### config.mk
export PLATFORM = sky130hd
export DESIGN_NAME = serial_word_shifter_flat
export DESIGN_NICKNAME = d
export VERILOG_FILES = /design/src/rtl/serial_word_shifter_pkg.sv /design/src/rtl/serial_word_shifter_if.sv /design/src/rtl/serial_word_shifter_hold_reg.sv /design/src/rtl/serial_word_shifter.sv /design/src/flat_wrapper.sv
export SDC_FILE = /design/constraint.sdc
export NUM_CORES = 1
export LEC_CHECK = 0
export CAP_MARGIN = 20
export CELL_PAD_IN_SITES_DETAIL_PLACEMENT = 0
export CELL_PAD_IN_SITES_GLOBAL_PLACEMENT = 1
export CORE_UTILIZATION = 41
export DETAILED_ROUTE_END_ITERATION = 10
export GPL_TIMING_DRIVEN = 0
export PLACE_DENSITY_LB_ADDON = 0.12
export SLEW_MARGIN = 20
export SYNTH_ARGS = -nofsm -noshare
export SYNTH_HDL_FRONTEND = slang
export SYNTH_SLANG_ARGS = --single-unit
### constraint.sdc
create_clock -name clk -period 2 [get_ports clk]
set_input_delay 0.2 -clock clk [delete_from_list [all_inputs] [get_ports clk]]
set_output_delay 0.2 -clock clk [all_outputs]
set_load 0.03 [all_outputs]
### src/rtl/serial_word_shifter_pkg.sv
// rtl/serial_word_shifter_pkg.sv - shared types and defaults for the serial word shifter
// Package ser_pkg: FSM state encoding and default word/gap sizes shared by
// the interface, the holding register and the top.
package ser_pkg;

  localparam int SER_WIDTH_DEF = 8;
  localparam int SER_GAP_DEF   = 1;

  // ST_PAR is only reachable when the parity build option is enabled.
  typedef enum logic [1:0] {
    ST_IDLE  = 2'd0,
    ST_SHIFT = 2'd1,
    ST_PAR   = 2'd2,
    ST_GAP   = 2'd3
  } ser_state_t;

endpackage

### src/rtl/serial_word_shifter_if.sv
// rtl/serial_word_shifter_if.sv - word valid/ready handshake bundle
// Ports:
//   word_valid  upstream word available
//   word_data   WIDTH-bit word, sampled only on handshake
//   word_ready  shifter can take a word (holding register empty)
// Modports: master = upstream word source, slave = serial_word_shifter.
interface serial_word_shifter_if
  import ser_pkg::*;
#(
  parameter int WIDTH = SER_WIDTH_DEF
) ();

  logic             word_valid;
  logic [WIDTH-1:0] word_data;
  logic             word_ready;

  modport master (
    output word_valid,
    output word_data,
    input  word_ready
  );

  modport slave (
    input  word_valid,
    input  word_data,
    output word_ready
  );

endinterface

### src/rtl/serial_word_shifter_hold_reg.sv
// rtl/serial_word_shifter_hold_reg.sv - single-entry word holding register
// Module ser_hold_reg: buffers one accepted word so the next word can be
// taken while the current one shifts.
// Ports:
//   clk, rst_n   clock, asynchronous active-low reset
//   load         capture load_data (accepted handshake)
//   load_data    word to capture
//   unload       shifter has taken hold_data this cycle
//   hold_vld     hold_data holds an untaken word
//   hold_data    held word
//   ready        = !hold_vld, registered-derived (no path from load)
module ser_hold_reg
  import ser_pkg::*;
#(
  parameter int WIDTH = SER_WIDTH_DEF
) (
  input  logic             clk,
  input  logic             rst_n,
  input  logic             load,
  input  logic [WIDTH-1:0] load_data,
  input  logic             unload,
  output logic             hold_vld,
  output logic [WIDTH-1:0] hold_data,
  output logic             ready
);

  assign ready = !hold_vld;

  // A load on the same edge as an unload keeps the entry full with the new word.
  always_ff @(posedge clk or negedge rst_n) begin
    if (!rst_n) begin
      hold_vld  <= 1'b0;
      hold_data <= '0;
    end else if (load) begin
      hold_vld  <= 1'b1;
      hold_data <= load_data;
    end else if (unload) begin
      hold_vld  <= 1'b0;
    end
  end

endmodule

### src/rtl/serial_word_shifter.sv
// rtl/serial_word_shifter.sv - parallel-to-serial word source with framing strobes
// Accepts WIDTH-bit words on a valid/ready handshake and emits them one bit
// per clock on ser_out, followed by GAP idle zero bits.
// Build option: SER_PARITY_EN appends one even-parity bit to every frame.
// Ports:
//   clk, rst_n   clock, asynchronous active-low reset
//   word         serial_word_shifter_if.slave (word_valid/word_data/word_ready)
//   ser_out      serial bit, 0 outside frames
//   ser_frame    high on data/parity bits
//   ser_last     high on the final bit of a frame
//   busy         frame/gap in progress or a word is held
//   tx_count     saturating count of completed frames
module serial_word_shifter
  import ser_pkg::*;
#(
  parameter int WIDTH     = SER_WIDTH_DEF,
  parameter int GAP       = SER_GAP_DEF,
  parameter bit MSB_FIRST = 1'b1,
  parameter int COUNT_W   = 16
) (
  input  logic                 clk,
  input  logic                 rst_n,
  serial_word_shifter_if.slave word,
  output logic                 ser_out,
  output logic                 ser_frame,
  output logic                 ser_last,
  output logic                 busy,
  output logic [COUNT_W-1:0]   tx_count
);

  localparam int BIT_W = $clog2(WIDTH);
  localparam int GAP_W = (GAP > 1) ? $clog2(GAP) : 1;

  ser_state_t       state_q, state_d;
  logic [WIDTH-1:0] sh_q, sh_d;
  logic [BIT_W-1:0] bit_q, bit_d;
  logic [GAP_W-1:0] gap_q, gap_d;
  logic             ser_out_d, frame_d, last_d;
  logic             start, frame_done;

  logic             hold_vld, unload, accept;
  logic [WIDTH-1:0] hold_data;

`ifdef SER_PARITY_EN
  logic             par_q, par_d;
`endif

  assign accept = word.word_valid && word.word_ready;

  ser_hold_reg #(
    .WIDTH(WIDTH)
  ) u_hold (
    .clk       (clk),
    .rst_n     (rst_n),
    .load      (accept),
    .load_data (word.word_data),
    .unload    (unload),
    .hold_vld  (hold_vld),
    .hold_data (hold_data),
    .ready     (word.word_ready)
  );

  assign busy = (state_q != ST_IDLE) || hold_vld;

  // Outputs are computed here for the coming cycle and registered below, so
  // ser_out shows the bit selected at the previous edge. sh_q holds the bits
  // not yet shown; bit_q counts how many of them remain.
  always_comb begin
    state_d    = state_q;
    sh_d       = sh_q;
    bit_d      = bit_q;
    gap_d      = gap_q;
    ser_out_d  = 1'b0;
    frame_d    = 1'b0;
    last_d     = 1'b0;
    unload     = 1'b0;
    start      = 1'b0;
    frame_done = 1'b0;
`ifdef SER_PARITY_EN
    par_d      = par_q;
`endif

    case (state_q)
      ST_IDLE: start = hold_vld;

      ST_SHIFT: begin
        if (bit_q != '0) begin
          ser_out_d = MSB_FIRST ? sh_q[WIDTH-1] : sh_q[0];
          sh_d      = MSB_FIRST ? {sh_q[WIDTH-2:0], 1'b0} : {1'b0, sh_q[WIDTH-1:1]};
          bit_d     = bit_q - 1'b1;
          frame_d   = 1'b1;
`ifndef SER_PARITY_EN
          last_d    = (bit_q == BIT_W'(1));
`endif
        end else begin
`ifdef SER_PARITY_EN
          state_d   = ST_PAR;
          ser_out_d = par_q;
          frame_d   = 1'b1;
          last_d    = 1'b1;
`else
          frame_done = 1'b1;
`endif
        end
      end

`ifdef SER_PARITY_EN
      ST_PAR: frame_done = 1'b1;
`endif

      ST_GAP: begin
        if (gap_q != '0) begin
          gap_d = gap_q - 1'b1;
        end else begin
          state_d = ST_IDLE;
          start   = hold_vld;
        end
      end

      default: state_d = ST_IDLE;
    endcase

    // End of the final frame bit: idle gap first, otherwise chain straight
    // into the held word so GAP=0 gives a gapless stream.
    if (frame_done) begin
      if (GAP > 0) begin
        state_d = ST_GAP;
        gap_d   = GAP_W'(GAP - 1);
      end else begin
        state_d = ST_IDLE;
        start   = hold_vld;
      end
    end

    if (start) begin
      unload    = 1'b1;
      state_d   = ST_SHIFT;
      ser_out_d = MSB_FIRST ? hold_data[WIDTH-1] : hold_data[0];
      sh_d      = MSB_FIRST ? {hold_data[WIDTH-2:0], 1'b0} : {1'b0, hold_data[WIDTH-1:1]};
      bit_d     = BIT_W'(WIDTH - 1);
      frame_d   = 1'b1;
`ifdef SER_PARITY_EN
      par_d     = ^hold_data;
`endif
    end
  end

  always_ff @(posedge clk or negedge rst_n) begin
    if (!rst_n) begin
      state_q   <= ST_IDLE;
      sh_q      <= '0;
      bit_q     <= '0;
      gap_q     <= '0;
      ser_out   <= 1'b0;
      ser_frame <= 1'b0;
      ser_last  <= 1'b0;
      tx_count  <= '0;
`ifdef SER_PARITY_EN
      par_q     <= 1'b0;
`endif
    end else begin
      state_q   <= state_d;
      sh_q      <= sh_d;
      bit_q     <= bit_d;
      gap_q     <= gap_d;
      ser_out   <= ser_out_d;
      ser_frame <= frame_d;
      ser_last  <= last_d;
`ifdef SER_PARITY_EN
      par_q     <= par_d;
`endif
      // Counted as the final bit goes out, so tx_count steps with ser_last.
      if (last_d && (tx_count != '1)) begin
        tx_count <= tx_count + 1'b1;
      end
    end
  end

endmodule

### src/flat_wrapper.sv
// flat-port wrapper written by rule: the top's interface ports become plain ports
module serial_word_shifter_flat import ser_pkg::*;
#(
  parameter int WIDTH     = SER_WIDTH_DEF,
  parameter int GAP       = SER_GAP_DEF,
  parameter bit MSB_FIRST = 1'b1,
  parameter int COUNT_W   = 16
)
  (clk, rst_n, ser_out, ser_frame, ser_last, busy, tx_count, word_word_valid, word_word_data, word_word_ready);
  serial_word_shifter_if #(.WIDTH(WIDTH)) word_i ();
  input  logic clk;
  input  logic rst_n;
  output logic ser_out;
  output logic ser_frame;
  output logic ser_last;
  output logic busy;
  output logic [COUNT_W-1:0] tx_count;
  input wire logic [$bits(word_i.word_valid)-1:0] word_word_valid;
  input wire logic [$bits(word_i.word_data)-1:0] word_word_data;
  output wire logic [$bits(word_i.word_ready)-1:0] word_word_ready;
  assign word_i.word_valid = word_word_valid;
  assign word_i.word_data = word_word_data;
  assign word_word_ready = word_i.word_ready;
  serial_word_shifter #(.WIDTH(WIDTH), .GAP(GAP), .MSB_FIRST(MSB_FIRST), .COUNT_W(COUNT_W)) u_core (.clk(clk), .rst_n(rst_n), .word(word_i), .ser_out(ser_out), .ser_frame(ser_frame), .ser_last(ser_last), .busy(busy), .tx_count(tx_count));
endmodule
==> results.tsv <==
stage	metric	value	unit
grt	grt-busiest-layer	met2	
grt	grt_pass1_wl	5930	um
grt	antenna_found_initial	0	
clock_tree	root_buffer	clkbuf_8	
floorplan	io_pins	32	
clock_tree	ctsHtreeMaxLevel	2	
sta	final_max_slew_viol_count	0	
setup_path	slowest_delay	650	ps
sta	relSlewSlack	68.2	%
synth	synth_fp_nets	183	
setup_path	cp-start-kind	flop	
routing	route.vias.total	1329	
layout	diodes	0	
clock_tree	clkSlewWorstSetupHoldPaths	80	ps
power	combPwrFrac	38.1	%
synth	synthArstFlopShare	100	%
setup_path	ff2ff_path_depth	7	
synth	seq_area_frac_synth	53.2	%
synth	synth.distinct_cells	35	
setup_path	r2r_start	u_core.state_q[1]	
routing	wl_per_cell	13.6	um
synth	ys_ff_latch	40	
clock_tree	postCtsSetupRepairBufs	0	
sta	worst-slew-pin-transition	473	ps
clock_tree	cts_max_path_buffers	2	
power	p_per_area	1180	mW/mm2
setup_path	slowest_stage	clkdlybuf4s50_1	
sta	finalSetupViolations	0	
sta	min_period_over_period	94.6	%
routing	first_iter_violations	42	
layout	final.fill_count	388	
power	p_int	1.83	mW
sta	worst_hold_slack	352	ps
run_status	status	finished clean	
setup_path	path_class	reg2out	
grt	grt_pass1_vias	1258	
power	switching_share	35.3	%
sta	rsz0062_at_grt	no	
synth	synth_ff_type	dfrtp_1	
power	worst_ir_drop_vdd	0.505	mV
placement	gp_congestion	0.824	
routing	drtPass1Iterations	4	
layout	drive_above_1_share	15.0	%
setup_path	path_buf_inv	2	
routing	totalWireLength	3500	um
floorplan	die_x	69.7	um
sta	finalSetupTns	0	ps
clock_tree	clock_latency	290	ps
power	switchingPower	0.995	mW
worst_hold_path	min_path_type	in2async	
routing	drc	0	
routing	viasPerCell	5.15	
clock_tree	cts_tree	built	
floorplan	coreArea	0.00438	mm2
floorplan	fp.dieH	69.7	um
grt	track_usage	15.6	%
grt	use_met1	21.7	%
placement	io_buffer_count	31	
sta	finalHoldViolations	0	
setup_path	reg2reg_slack	170	ps
sta	max_freq	0.528	GHz
clock_tree	numCtsBuffers	5	
setup_path	reg2reg_to	u_core.tx_count[13]	
power	seqPwrFrac	42.6	%
synth	syn_area	0.00188	mm2
synth	syn_inst	165	
power	power.leakage	1.11	nW
grt	grt_max_degree	27	
synth	syn_avg_cell_area	11.4	um2
sta	fin_skew	8.26	ps
setup_path	critPathTopFamily	buffers and inverters	
placement	dp_hpwl	2570	um
grt	use_met3	4.80	%
routing	ant_nets	0	
layout	area_delta_synth_final	27.5	%
floorplan	dieArea	0.00486	mm2
setup_path	path_cells	inv_1 -> ha_1 -> nand2_1 -> clkdlybuf4s50_1	
floorplan	start_util	42.9	%
sta	layout_min_cycle_time	1890	ps
floorplan	num_rows	24	
layout	nNetsFinal	223	
clock_tree	cts_sinks	40	
setup_path	path_max_fanout	4	
synth	synth_edf_count	0	
job	max_cap_viol_count	0	
power	clockPowerShare	19.4	%
grt	grt_use_met2	22.7	%
setup_path	cp.arrival	1690	ps
setup_path	required	1800	ps
grt	gr-total-overflow	0	
setup_path	cp-end-kind	output port	
synth	yosys_warnings	0	
cell usage after synthesis, drive strengths merged (3+ instances only):
| library cell | count | area, um2 |
|---|---|---|
| ha | 7 | 87.6 |
| mux2 | 9 | 105 |
| nand4 | 7 | 65.1 |
| o21ai | 9 | 45.0 |
| mux2i | 6 | 60.1 |
| nor2 | 12 | 47.6 |
| dfrtp | 40 | 1000 |
| and3 | 3 | 18.8 |
| nand2 | 17 | 63.8 |
| inv | 8 | 30.0 |
| xor2 | 6 | 52.6 |
| nor4 | 5 | 43.8 |
| nand3 | 7 | 35.0 |
| xnor2 | 10 | 87.6 |
| nor3 | 3 | 15.0 |
kinds of logic after synthesis:
group / count (synthesis) / share of synthesized area, %
multiplexers: 15 / 8.78
buffers and inverters: 12 / 2.73
adder cells (fa/ha/maj): 7 / 4.65
flip-flops: 40 / 53.2
AO/OA/AOI/OAI: 14 / 4.65
XOR/XNOR: 16 / 7.45
AND/OR/NAND/NOR: 61 / 18.6
state kept, by name, summed over array words and instances, names as in the netlist:
name                     cells
u_core.state_q               2
u_core.ser_frame             1
u_core.ser_last              1
u_core.u_hold.hold_vld       1
u_core.u_hold.hold_data      8
u_core.ser_out               1
u_core.sh_q                  7
u_core.tx_count             16
u_core.bit_q                 3
metal layers:
layer / up-vias / part of all wire [%] / wire length, um
met3: 6 / 5.1 / 177
met5: - / 0 / 0
li1: 656 / - / -
met4: 0 / 1.7 / 58
met2: 33 / 44 / 1540
met1: 634 / 49 / 1720
area by class of cell:
| class | count | area [um2] | area share [%] |
|---|---|---|---|
| sequential | 40 | 1000 | 41.7 |
| multi-input combinational | 113 | 856 | 35.7 |
| timing repair buffer | 33 | 335 | 14.0 |
| clock buffer | 8 | 90.1 | 3.76 |
| tap | 52 | 65.1 | 2.71 |
| inverter | 8 | 30.0 | 1.25 |
| buffer | 4 | 21.3 | 0.887 |
power groups by stage:
| stage | clock [mW] | combinational (mW) | sequential (mW) |
|---|---|---|---|
| global route | 0.606 | 1.20 | 1.24 |
| CTS | 0.572 | 1.08 | 1.20 |
| detailed placement | 0 | 1.06 | 1.22 |
| finish | 0.547 | 1.07 | 1.20 |
| global placement | 0 | 1.03 | 1.20 |
| floorplan | 0 | 0.692 | 1.26 |
stage by stage:
step | total power [mW] | setup WS, ps | util [%] | cells | cell area, um2
after floorplan | 1.95 | 210 | - | 165 | 1880
after global placement | 2.23 | -255 | 51.5 | 248 | 2260
after detailed placement | 2.28 | 26.5 | 51.8 | 249 | 2270
after CTS | 2.86 | 49.1 | 54.2 | 258 | 2380
after global routing | 3.05 | 8.52 | 54.7 | 258 | 2400
final | 2.82 | 108 | 54.7 | 258 | 2400
repair_timing:
action | 4_1_cts | 5_1_grt
hold endpoints to repair | 14 | 0
gates resized for setup | 1 | 4
hold buffers | 1 | 0
gates cloned | 0 | 0
endpoints found under the setup margin | 1 | 6
how the worst max path moves through the flow:
stage | cells after the start | endpoint | from
floorplan | 5 | u_core.tx_count[1] | u_core.tx_count[0]
global placement | 1 | u_core.tx_count[1] | rst_n
detailed placement | 5 | u_core.sh_q[6] | u_core.state_q[0]
CTS | 7 | u_core.tx_count[13] | u_core.state_q[1]
global route | 7 | u_core.tx_count[13] | u_core.state_q[1]
finish | 4 | busy | u_core.state_q[0]
cells in the final DEF, fill, tap and decap left out, drive strengths merged, types with 5 or more instances in the layout:
cell	netlist	layout
dfrtp	40	40
clkdlybuf4s50	0	30
nand2	17	17
nor2	12	12
xnor2	10	10
clkbuf	2	10
o21ai	9	9
mux2	9	9
inv	8	8
nand3	7	7
ha	7	7
nand4	7	7
xor2	6	6
mux2i	6	6
nor4	5	5
Note: power is estimated with default switching activity, not from simulation.
